File: src/rtl/bist_pkg.sv
// Shared BIST definitions: FSM state encoding and default MISR/LFSR constants.
package bist_pkg;

  typedef enum logic [1:0] {
    IDLE  = 2'd0,
    RUN   = 2'd1,
    CHECK = 2'd2,
    DONE  = 2'd3
  } state_t;

  // Also used by the pattern controller's LFSR, so both ends agree by default.
  localparam logic [7:0] DEF_POLY = 8'h1D;
  localparam logic [7:0] DEF_SEED = 8'h00;

endpackage

File: src/rtl/bist_misr.sv
// Multiple-input signature register: shift left, fold the MSB through POLY, XOR in the word.
module bist_misr
  import bist_pkg::*;
#(
  parameter int               WIDTH = 8,
  parameter logic [WIDTH-1:0] POLY  = WIDTH'(DEF_POLY),
  parameter logic [WIDTH-1:0] SEED  = WIDTH'(DEF_SEED)
) (
  input  logic             clk,
  input  logic             rst,
  input  logic             load,
  input  logic             en,
  input  logic [WIDTH-1:0] din,
  output logic [WIDTH-1:0] sig
);

  logic [WIDTH-1:0] fb;

  assign fb = sig[WIDTH-1] ? POLY : '0;

  always_ff @(posedge clk or negedge rst) begin
    if (!rst) begin
      sig <= SEED;
    end else if (load) begin
      sig <= SEED;
    end else if (en) begin
      sig <= {sig[WIDTH-2:0], 1'b0} ^ fb ^ din;
    end
  end

endmodule

File: src/rtl/bist_resp_analyzer.sv
// BIST response analyzer: compacts NUM_RESP words into a MISR, then compares against GOLDEN.
module bist_resp_analyzer
  import bist_pkg::*;
#(
  parameter int               WIDTH    = 8,
  parameter logic [WIDTH-1:0] POLY     = WIDTH'(DEF_POLY),
  parameter logic [WIDTH-1:0] SEED     = WIDTH'(DEF_SEED),
  parameter logic [WIDTH-1:0] GOLDEN   = '0,
  parameter int               NUM_RESP = 16,
  parameter int               TIMEOUT  = 64
) (
  input  logic             clk,
  input  logic             rst,
  input  logic             start,
  input  logic             resp_valid,
  input  logic [WIDTH-1:0] resp_data,
  output logic             resp_ready,
  output logic             busy,
  output logic             done,
  output logic             fail,
  output logic             timeout_err,
  output logic [WIDTH-1:0] signature
);

  localparam int              IW        = $clog2(TIMEOUT);
  localparam logic [IW-1:0]   IDLE_LAST = IW'(TIMEOUT - 1);
  localparam logic [15:0]     RESP_LAST = 16'(NUM_RESP - 1);

  state_t          state, state_nxt;
  logic [15:0]     resp_cnt;
  logic [IW-1:0]   idle_cnt;
  logic            load;
  logic            accept;
  logic            timeout_hit;

  always_ff @(posedge clk or negedge rst) begin
    if (!rst) begin
      state <= IDLE;
    end else begin
      state <= state_nxt;
    end
  end

  always_comb begin
    state_nxt   = state;
    load        = 1'b0;
    accept      = 1'b0;
    timeout_hit = 1'b0;
    resp_ready  = 1'b0;
    busy        = 1'b0;
    done        = 1'b0;
    case (state)
      IDLE: begin
        if (start) begin
          load      = 1'b1;
          state_nxt = RUN;
        end
      end
      RUN: begin
        busy       = 1'b1;
        resp_ready = 1'b1;
        accept     = resp_valid;
        // A final word arriving on the last allowed cycle beats the timeout.
        timeout_hit = !resp_valid && (idle_cnt == IDLE_LAST);
        if (accept && (resp_cnt == RESP_LAST)) begin
          state_nxt = CHECK;
        end else if (timeout_hit) begin
          state_nxt = DONE;
        end
      end
      CHECK: begin
        busy      = 1'b1;
        state_nxt = DONE;
      end
      DONE: begin
        done = 1'b1;
        if (start) begin
          load      = 1'b1;
          state_nxt = RUN;
        end
      end
      default: state_nxt = IDLE;
    endcase
  end

  always_ff @(posedge clk or negedge rst) begin
    if (!rst) begin
      resp_cnt    <= '0;
      idle_cnt    <= '0;
      fail        <= 1'b0;
      timeout_err <= 1'b0;
    end else if (load) begin
      resp_cnt    <= '0;
      idle_cnt    <= '0;
      fail        <= 1'b0;
      timeout_err <= 1'b0;
    end else if (state == RUN) begin
      if (accept) begin
        resp_cnt <= resp_cnt + 16'd1;
        idle_cnt <= '0;
      end else if (idle_cnt != IDLE_LAST) begin
        idle_cnt <= idle_cnt + 1'b1;
      end
      if (timeout_hit) begin
        fail        <= 1'b1;
        timeout_err <= 1'b1;
      end
    end else if (state == CHECK) begin
      fail <= (signature != GOLDEN);
    end
  end

  bist_misr #(
    .WIDTH (WIDTH),
    .POLY  (POLY),
    .SEED  (SEED)
  ) u_misr (
    .clk  (clk),
    .rst  (rst),
    .load (load),
    .en   (accept),
    .din  (resp_data),
    .sig  (signature)
  );

endmodule

File: config.mk
export PLATFORM = sky130hd
export DESIGN_NAME = bist_resp_analyzer
export DESIGN_NICKNAME = d
export VERILOG_FILES = /design/src/rtl/bist_pkg.sv /design/src/rtl/bist_misr.sv /design/src/rtl/bist_resp_analyzer.sv
export SDC_FILE = /design/constraint.sdc
export NUM_CORES = 1
export LEC_CHECK = 0
export BUFFER_PORTS_ARGS = -buffer_cell sky130_fd_sc_hd__buf_4
export CAP_MARGIN = 20
export CORE_ASPECT_RATIO = 1.1
export CORE_UTILIZATION = 40
export CTS_BUF_LIST = sky130_fd_sc_hd__clkbuf_2
export DETAILED_ROUTE_END_ITERATION = 7
export PLACE_DENSITY = 0.57
export SLEW_MARGIN = 20
export SYNTH_ARGS = -nofsm -noshare
export SYNTH_HDL_FRONTEND = slang
export SYNTH_SLANG_ARGS = --single-unit
File: constraint.sdc
create_clock -name clk -period 4.7 [get_ports clk]
set_input_delay 0.94 -clock clk [delete_from_list [all_inputs] [get_ports clk]]
set_output_delay 0.94 -clock clk [all_outputs]
set_load 0.1 [all_outputs]
==> metrics.md, run 1 <==
| Metric | Value |
|---|---|
| DRC | `0` |
| First-pass GRT wire length | `~6.8 mm` |
| Syn avg cell area | `about 9.4 µm²` |
| Int Pwr | `~0.00054 W` |
| Critical path required time | `between 3 and 4 ns` |
| Mapped Area | `about 1900 µm²` |
| DR WL/cell | `roughly 15 µm` |
| Die height | `73.7 µm` |
| Tmin final | `approximately 2.7 ns` |
| Layout area overhead | `13.3%` |
| Number of CTS-inserted buffers | `5` |
| HPWL Detailed | `slightly below 3 mm` |
| CTS tree | `done` |
| Post-CTS sizing | `0` |
| Hold crit path type | `input port to asynchronous set/reset pin` |
| VDD IR-drop max | `between 0.2 and 0.3 mV` |
| Relative slew slack | `between 30% and 40%` |
| Fraction of layout cells with a size suffix above 1 | `16.7%` |
| Syn Inst Count | `approximately 200` |
| RSZ-0062 raised after global routing | `false` |
| GP Congestion | `0.849` |
| IO buf count | `24` |
| DR pass1 iterations | `4` |
| Asr flop ratio synth | `100%` |
| Post-CTS Hold Fix Bufs | `0` |
| Total power per unit cell area | `551 nW/µm²` |
| Synth unique cells | `42` |
| Final setup violating endpoints | `0` |
| GRT overflow | `0` |
| Root Buffer | `clkbuf_2` |
| Maximum clock rate | `approximately 0.37 GHz` |
| Crit. End Element | `output pin` |
| Clock Path Buffers | `2` |
| Sw frac | `between 50% and 60%` |
| Post-synthesis register bit count | `34` |
| Clock sink count | `34` |
| Total GRT Usage | `roughly a fifth` |
| Max cap viols | `0` |
| Status | `completed` |
| Core area | `between 4000 and 5000 µm²` |
| Initial core utilization | `42.6%` |
| Syn nets | `roughly 220` |
| Row count | `25` |
| Post-synth EDFFs | `0` |
| Slew Limit Fails | `0` |
| Post-CTS setup buffer count | `0` |
| Synth Flop Type | `dfrtp_1` |
| CTS H-Tree Depth | `2` |
| Vias in the first global route | `between 1000 and 1500` |
| Arrival @ worst endpoint | `between 1.5 and 2 ns` |
| I/O pin count | `25` |
| Slew @ Worst Pin | `between 1 and 1.5 ns` |
| CP max FO | `12` |
| WS Path Type | `flip-flop to output pin` |
| DIE AREA | `a little under 5000 µm²` |
| DIE WIDTH | `between 60 and 70 µm` |
| Pin count of the biggest net entering global routing | `35` |
| Clk_lat worst skew | `roughly 0.38 ns` |
| Via count | `1512` |
| Pleak | `slightly above 0.9 nW` |
| N_diodes | `0` |
| Comb power frac | `a little over half` |
| Worst-path clk slew | `roughly 0.17 ns` |
| Flop2flop setup slack | `2.27 ns` |
| Ys Warns | `0` |
| Initial antenna violation count | `0` |
| Sequential Power Share | `~35%` |
| Nets | `~240` |
| Pwr Total | `0.00117 W` |
| Setup Skew | `approximately 0.014 ns` |
| Antenna viol nets, final | `0` |
| Post-synthesis sequential area ratio | `between 40 and 50%` |
| Crit share post-route | `58.2%` |
| Clock network power share | `a little under an eighth` |
| Final Hold Viols | `0` |
| Routed wire length | `a little over 4 mm` |
| Switching power | `about 0.00063 W` |
| DR vias/cell | `5.50` |
| Initial drt markers | `80` |
| Accumulated negative setup slack | `0 ns` |
| Startpoint types | `flip-flop` |
## placed cells by master (no fill, tap or decap), types with 2 or more instances in the layout
| master | instances |
|---|---|
| a211oi_1 | 5 |
| a21oi_1 | 11 |
| and2_1 | 3 |
| and4_1 | 2 |
| buf_4 | 24 |
| clkbuf_2 | 7 |
| dfrtp_1 | 34 |
| ha_1 | 6 |
| inv_1 | 7 |
| nand2_1 | 17 |
| nand3_1 | 4 |
| nand3b_1 | 2 |
| nand4_1 | 5 |
| nor2_1 | 26 |
| nor3_1 | 7 |
| nor4_1 | 5 |
| nor4b_1 | 2 |
| o2111ai_1 | 4 |
| o21ai_0 | 5 |
| or3_1 | 3 |
| xnor2_1 | 18 |
| xor2_1 | 5 |
## metal layers
metal,wire length [µm],GRT usage (%),share of wire [%],vias up
met5,0,0,0,-
met4,51,6.86,1.2,0
met3,172,5.28,4.2,6
met2,1930,28.7,47,33
met1,1980,25.2,48,732
li1,-,-,-,741
## path summary, 6_finish.rpt
check | from | to | depth (start not counted)
setup / recovery | state[1] | resp_ready | 3
hold / removal | rst | resp_cnt[15] | 1
setup reg to reg | state[1] | resp_cnt[12] | 6
hold reg to reg | idle_cnt[4] | idle_cnt[4] | 1
max in group asynchronous | rst | resp_cnt[5] | 1
min in group clk | idle_cnt[4] | idle_cnt[4] | 1
## kinds of logic after synthesis
logic type / synth area share (%)
AOI/OAI and AO/OA: 12.0
xor gates and xnor gates: 10.8
adders and majority gates: 4.02
buffers and inverters: 3.22
DFF: 45.6
muxes: 0.536
and+or+nand+nor: 23.9
## cell usage after synthesis, types with 2 or more instances
cell,count,area (µm²)
dfrtp_1,34,851
nor2_1,26,97.6
xnor2_1,18,158
nand2_1,17,63.8
a21oi_1,11,55.1
inv_1,7,26.3
nor3_1,7,35.0
ha_1,6,75.1
a211oi_1,5,37.5
nand4_1,5,31.3
nor4_1,5,31.3
o21ai_0,5,25.0
xor2_1,5,43.8
clkbuf_1,4,15.0
nand3_1,4,20.0
o2111ai_1,4,35.0
and2_1,3,18.8
buf_2,3,15.0
or3_1,3,18.8
and4_1,2,17.5
nand3b_1,2,15.0
nor4b_1,2,17.5
## sequential cells by signal, summed over array words and instances, names as in the netlist
register / count
fail: 1
u_misr.sig: 8
state: 2
resp_cnt: 16
idle_cnt: 6
timeout_err: 1
## critical path, stage by stage (launching register included)
cell	delay, ns
dfrtp_1	0.45
inv_1	0.10
ha_1	0.47
buf_4	0.38
## layout make-up
| class | instances | area, µm² |
|---|---|---|
| tap | 54 | 67.6 |
| inverter | 7 | 26.3 |
| sequential | 34 | 851 |
| timing repair buffer | 24 | 180 |
| clock buffer | 7 | 35.0 |
| multi-input combinational | 149 | 956 |
| fill | 429 | 2260 |
## power by group through the flow
stage | logic (W) | clock network [W] | registers (W)
floorplan | 0.000333 | 0 | 0.000577
global placement | 0.000615 | 0 | 0.000410
detailed placement | 0.000628 | 0 | 0.000411
CTS | 0.000631 | 0.000145 | 0.000404
global route | 0.000663 | 0.000156 | 0.000413
finish | 0.000625 | 0.000138 | 0.000403
## metrics by stage
step | hold slack (ns) | util [%] | cells | cell area, µm² | setup slack, ns
after floorplan | 0.474 | - | 198 | 1870 | 2.21
after global placement | 0.502 | 47.5 | 268 | 2080 | 2.39
after detailed placement | 0.509 | 47.5 | 268 | 2080 | 2.32
after CTS | 0.470 | 48.3 | 275 | 2120 | 1.95
after global routing | 0.458 | 48.3 | 275 | 2120 | 1.89
final | 0.466 | 48.3 | 275 | 2120 | 1.97
(Power assumes the default switching activity.)
==> run 2, diff against run 1 <==
PLACE_DENSITY = 0.59   (was 0.57)
clock period = 2.4 ns   (was 4.7 ns; I/O delays follow)
==> metrics.md, run 2 (synthesized netlist as in run 1, its figures left out) <==
| Metric | Value |
|---|---|
| Maximum clock rate | `approximately 0.47 GHz` |
| First-pass GRT wire length | `6.80 mm (-0.70%)` |
| Clock Path Buffers | `2 (unchanged)` |
| Vias in the first global route | `1439 (+2.8%)` |
| Post-Place Cells | `271 (+1.1%)` |
| M1 GR Usage | `24.3% (-0.91 points)` |
| N_diodes | `0 (unchanged)` |
| Fraction of layout cells with a size suffix above 1 | `18.2% (+1.5 points)` |
| Tmin final | `2.12 ns` |
| GRT overflow | `0 (unchanged)` |
| Flop2flop setup slack | `0.44 ns (-1.83 ns)` |
| Reg with most FFs | `resp_cnt` |
| Hold crit path type | `input port to asynchronous set/reset pin` |
| Worst reg2reg path depth | `6 (unchanged)` |
| Initial drt markers | `46 (-43%)` |
| Biggest regs | `resp_cnt: 16 flops, u_misr.sig: 8 flops, idle_cnt: 6 flops` |
| Routed wire length | `4.04 mm (-2.4%)` |
| RSZ-0062 raised after global routing | `false` |
| Reg-to-Reg Start | `state[1]` |
| Nets | `242 (+1.3%)` |
| Final core occ | `49.3% (+0.94 points)` |
| IO buf count | `24 (unchanged)` |
| Top Usage Layer GRT | `met2` |
| Worst-path clk slew | `0.18 ns (about the same)` |
| Critical path required time | `1.92 ns (-1.84 ns)` |
| Met2 GRT Util | `28.7% (unchanged)` |
| CTS tree | `done` |
| Clk_lat worst skew | `0.38 ns (about the same)` |
| Slew Limit Fails | `0 (unchanged)` |
| Most common cell after layout, fill and taps aside | `dfrtp_1` |
| FF-to-FF End | `resp_cnt[12]` |
| Slew @ Worst Pin | `0.471 ns (-0.534 ns)` |
| CP max FO | `5 (-7)` |
| Setup Skew | `0.0159 ns (+0.00180 ns)` |
| Worst hold slack | `0.00235 ns (-0.464 ns)` |
| Pin count of the biggest net entering global routing | `35 (unchanged)` |
| Number of CTS-inserted buffers | `5 (unchanged)` |
| Final Non-Filler Cells | `279 (+1.5%)` |
| VDD IR-drop max | `0.611 mV (+140%)` |
| Status | `completed` |
| Pleak | `0.932 nW (+2.0%)` |
| Core area | `4380 µm² (unchanged)` |
| Fillers | `440 (+2.6%)` |
| Final setup violating endpoints | `0 (unchanged)` |
| Via count | `1544 (+2.1%)` |
| Antenna viol nets, final | `0 (unchanged)` |
| DRC | `0 (unchanged)` |
| CTS H-Tree Depth | `2 (unchanged)` |
| Multi-input logic area | `958 µm² (+0.26%)` |
| Accumulated negative setup slack | `0 ns (unchanged)` |
| HPWL Detailed | `2.85 mm (-1.2%)` |
| Post-CTS sizing | `0 (unchanged)` |
| Total GRT Usage | `18.6% (-0.22 points)` |
| DIE WIDTH | `67.1 µm (unchanged)` |
| Total power per unit cell area | `1070 nW/µm² (+94%)` |
| Crit share post-route | `around nine tenths` |
| Max cap viols | `0 (unchanged)` |
| Largest register FFs | `16 (unchanged)` |
| DR vias/cell | `5.53 (+0.65%)` |
| GR met3 Demand/Resource | `5.28% (unchanged)` |
| Clock sink count | `34 (unchanged)` |
| Die height | `73.7 µm (unchanged)` |
| DIE AREA | `4940 µm² (unchanged)` |
| I/O pin count | `25 (unchanged)` |
| Arrival @ worst endpoint | `1.64 ns (-0.15 ns)` |
| Reg area | `851 µm² (unchanged)` |
| Relative slew slack | `68.6% (+36 points)` |
| GP Congestion | `0.852 (+0.38%)` |
| Row count | `25 (unchanged)` |
| Startpoint types | `flip-flop` |
| DR WL/cell | `14.5 µm (-3.8%)` |
| Final setup margin | `0.282 ns (-1.68 ns)` |
| Most frequent cells in the layout | `dfrtp_1 (34), nor2_1 (26), buf_4 (26)` |
| Initial antenna violation count | `0 (unchanged)` |
| Post-CTS Hold Fix Bufs | `0 (unchanged)` |
| Final Hold Viols | `0 (unchanged)` |
| WS Path Type | `flip-flop to output pin` |
| Dpl ws | `0.460 ns (-1.86 ns)` |
| Root Buffer | `clkbuf_2` |
| DR pass1 iterations | `4 (unchanged)` |
| Crit. End Element | `output pin` |
| Initial core utilization | `42.6% (unchanged)` |
| Layout area overhead | `15.5%` |
| Post-CTS setup buffer count | `0 (unchanged)` |
run 2: metrics by stage:
stage / cell area [µm²] / power [W]
floorplan: 1870 / 0.00179
global placement: 2120 / 0.00205
detailed placement: 2120 / 0.00207
CTS: 2160 / 0.00233
global route: 2160 / 0.00244
finish: 2160 / 0.00231
run 2: worst max-delay path by stage:
stage / from / to / slack [ns] / depth (start not counted)
after detailed placement: state[1] / resp_cnt[12] / 0.46 / 6
after floorplan: state[1] / resp_cnt[13] / 0.24 / 7
after global placement: state[1] / resp_cnt[12] / 0.59 / 6
final: state[0] / busy / 0.28 / 4
after global routing: state[0] / busy / 0.18 / 4
after CTS: state[0] / busy / 0.25 / 4
run 2: worst max-delay path: stages, from the launching register on:
cell and delay (ns):
dfrtp_1 0.46, inv_1 0.08, ha_1 0.35, inv_1 0.08
buf_4 0.28
run 2: area by class of cell:
type / instances / share of cell area, %
multi-input combinational: 149 / 44.4
sequential: 34 / 39.4
timing repair buffer: 27 / 9.98
tap: 54 / 3.13
clock buffer: 6 / 1.39
inverter: 7 / 1.22
clock inverter: 2 / 0.406
run 2: where the power goes:
group	leakage, nW	total (W)	switching (W)	internal (W)
combinational	0.446	0.00125	0.000909	0.000343
sequential	0.455	0.000792	0.000124	0.000667
clock	0.0304	0.000268	0.000196	0.0000717
run 2: layer usage:
metal  wire [µm]  vias up
li1            -      749
met1        1910      759
met2        1890       29
met3         160        7
met4          74        0
met5           0        -
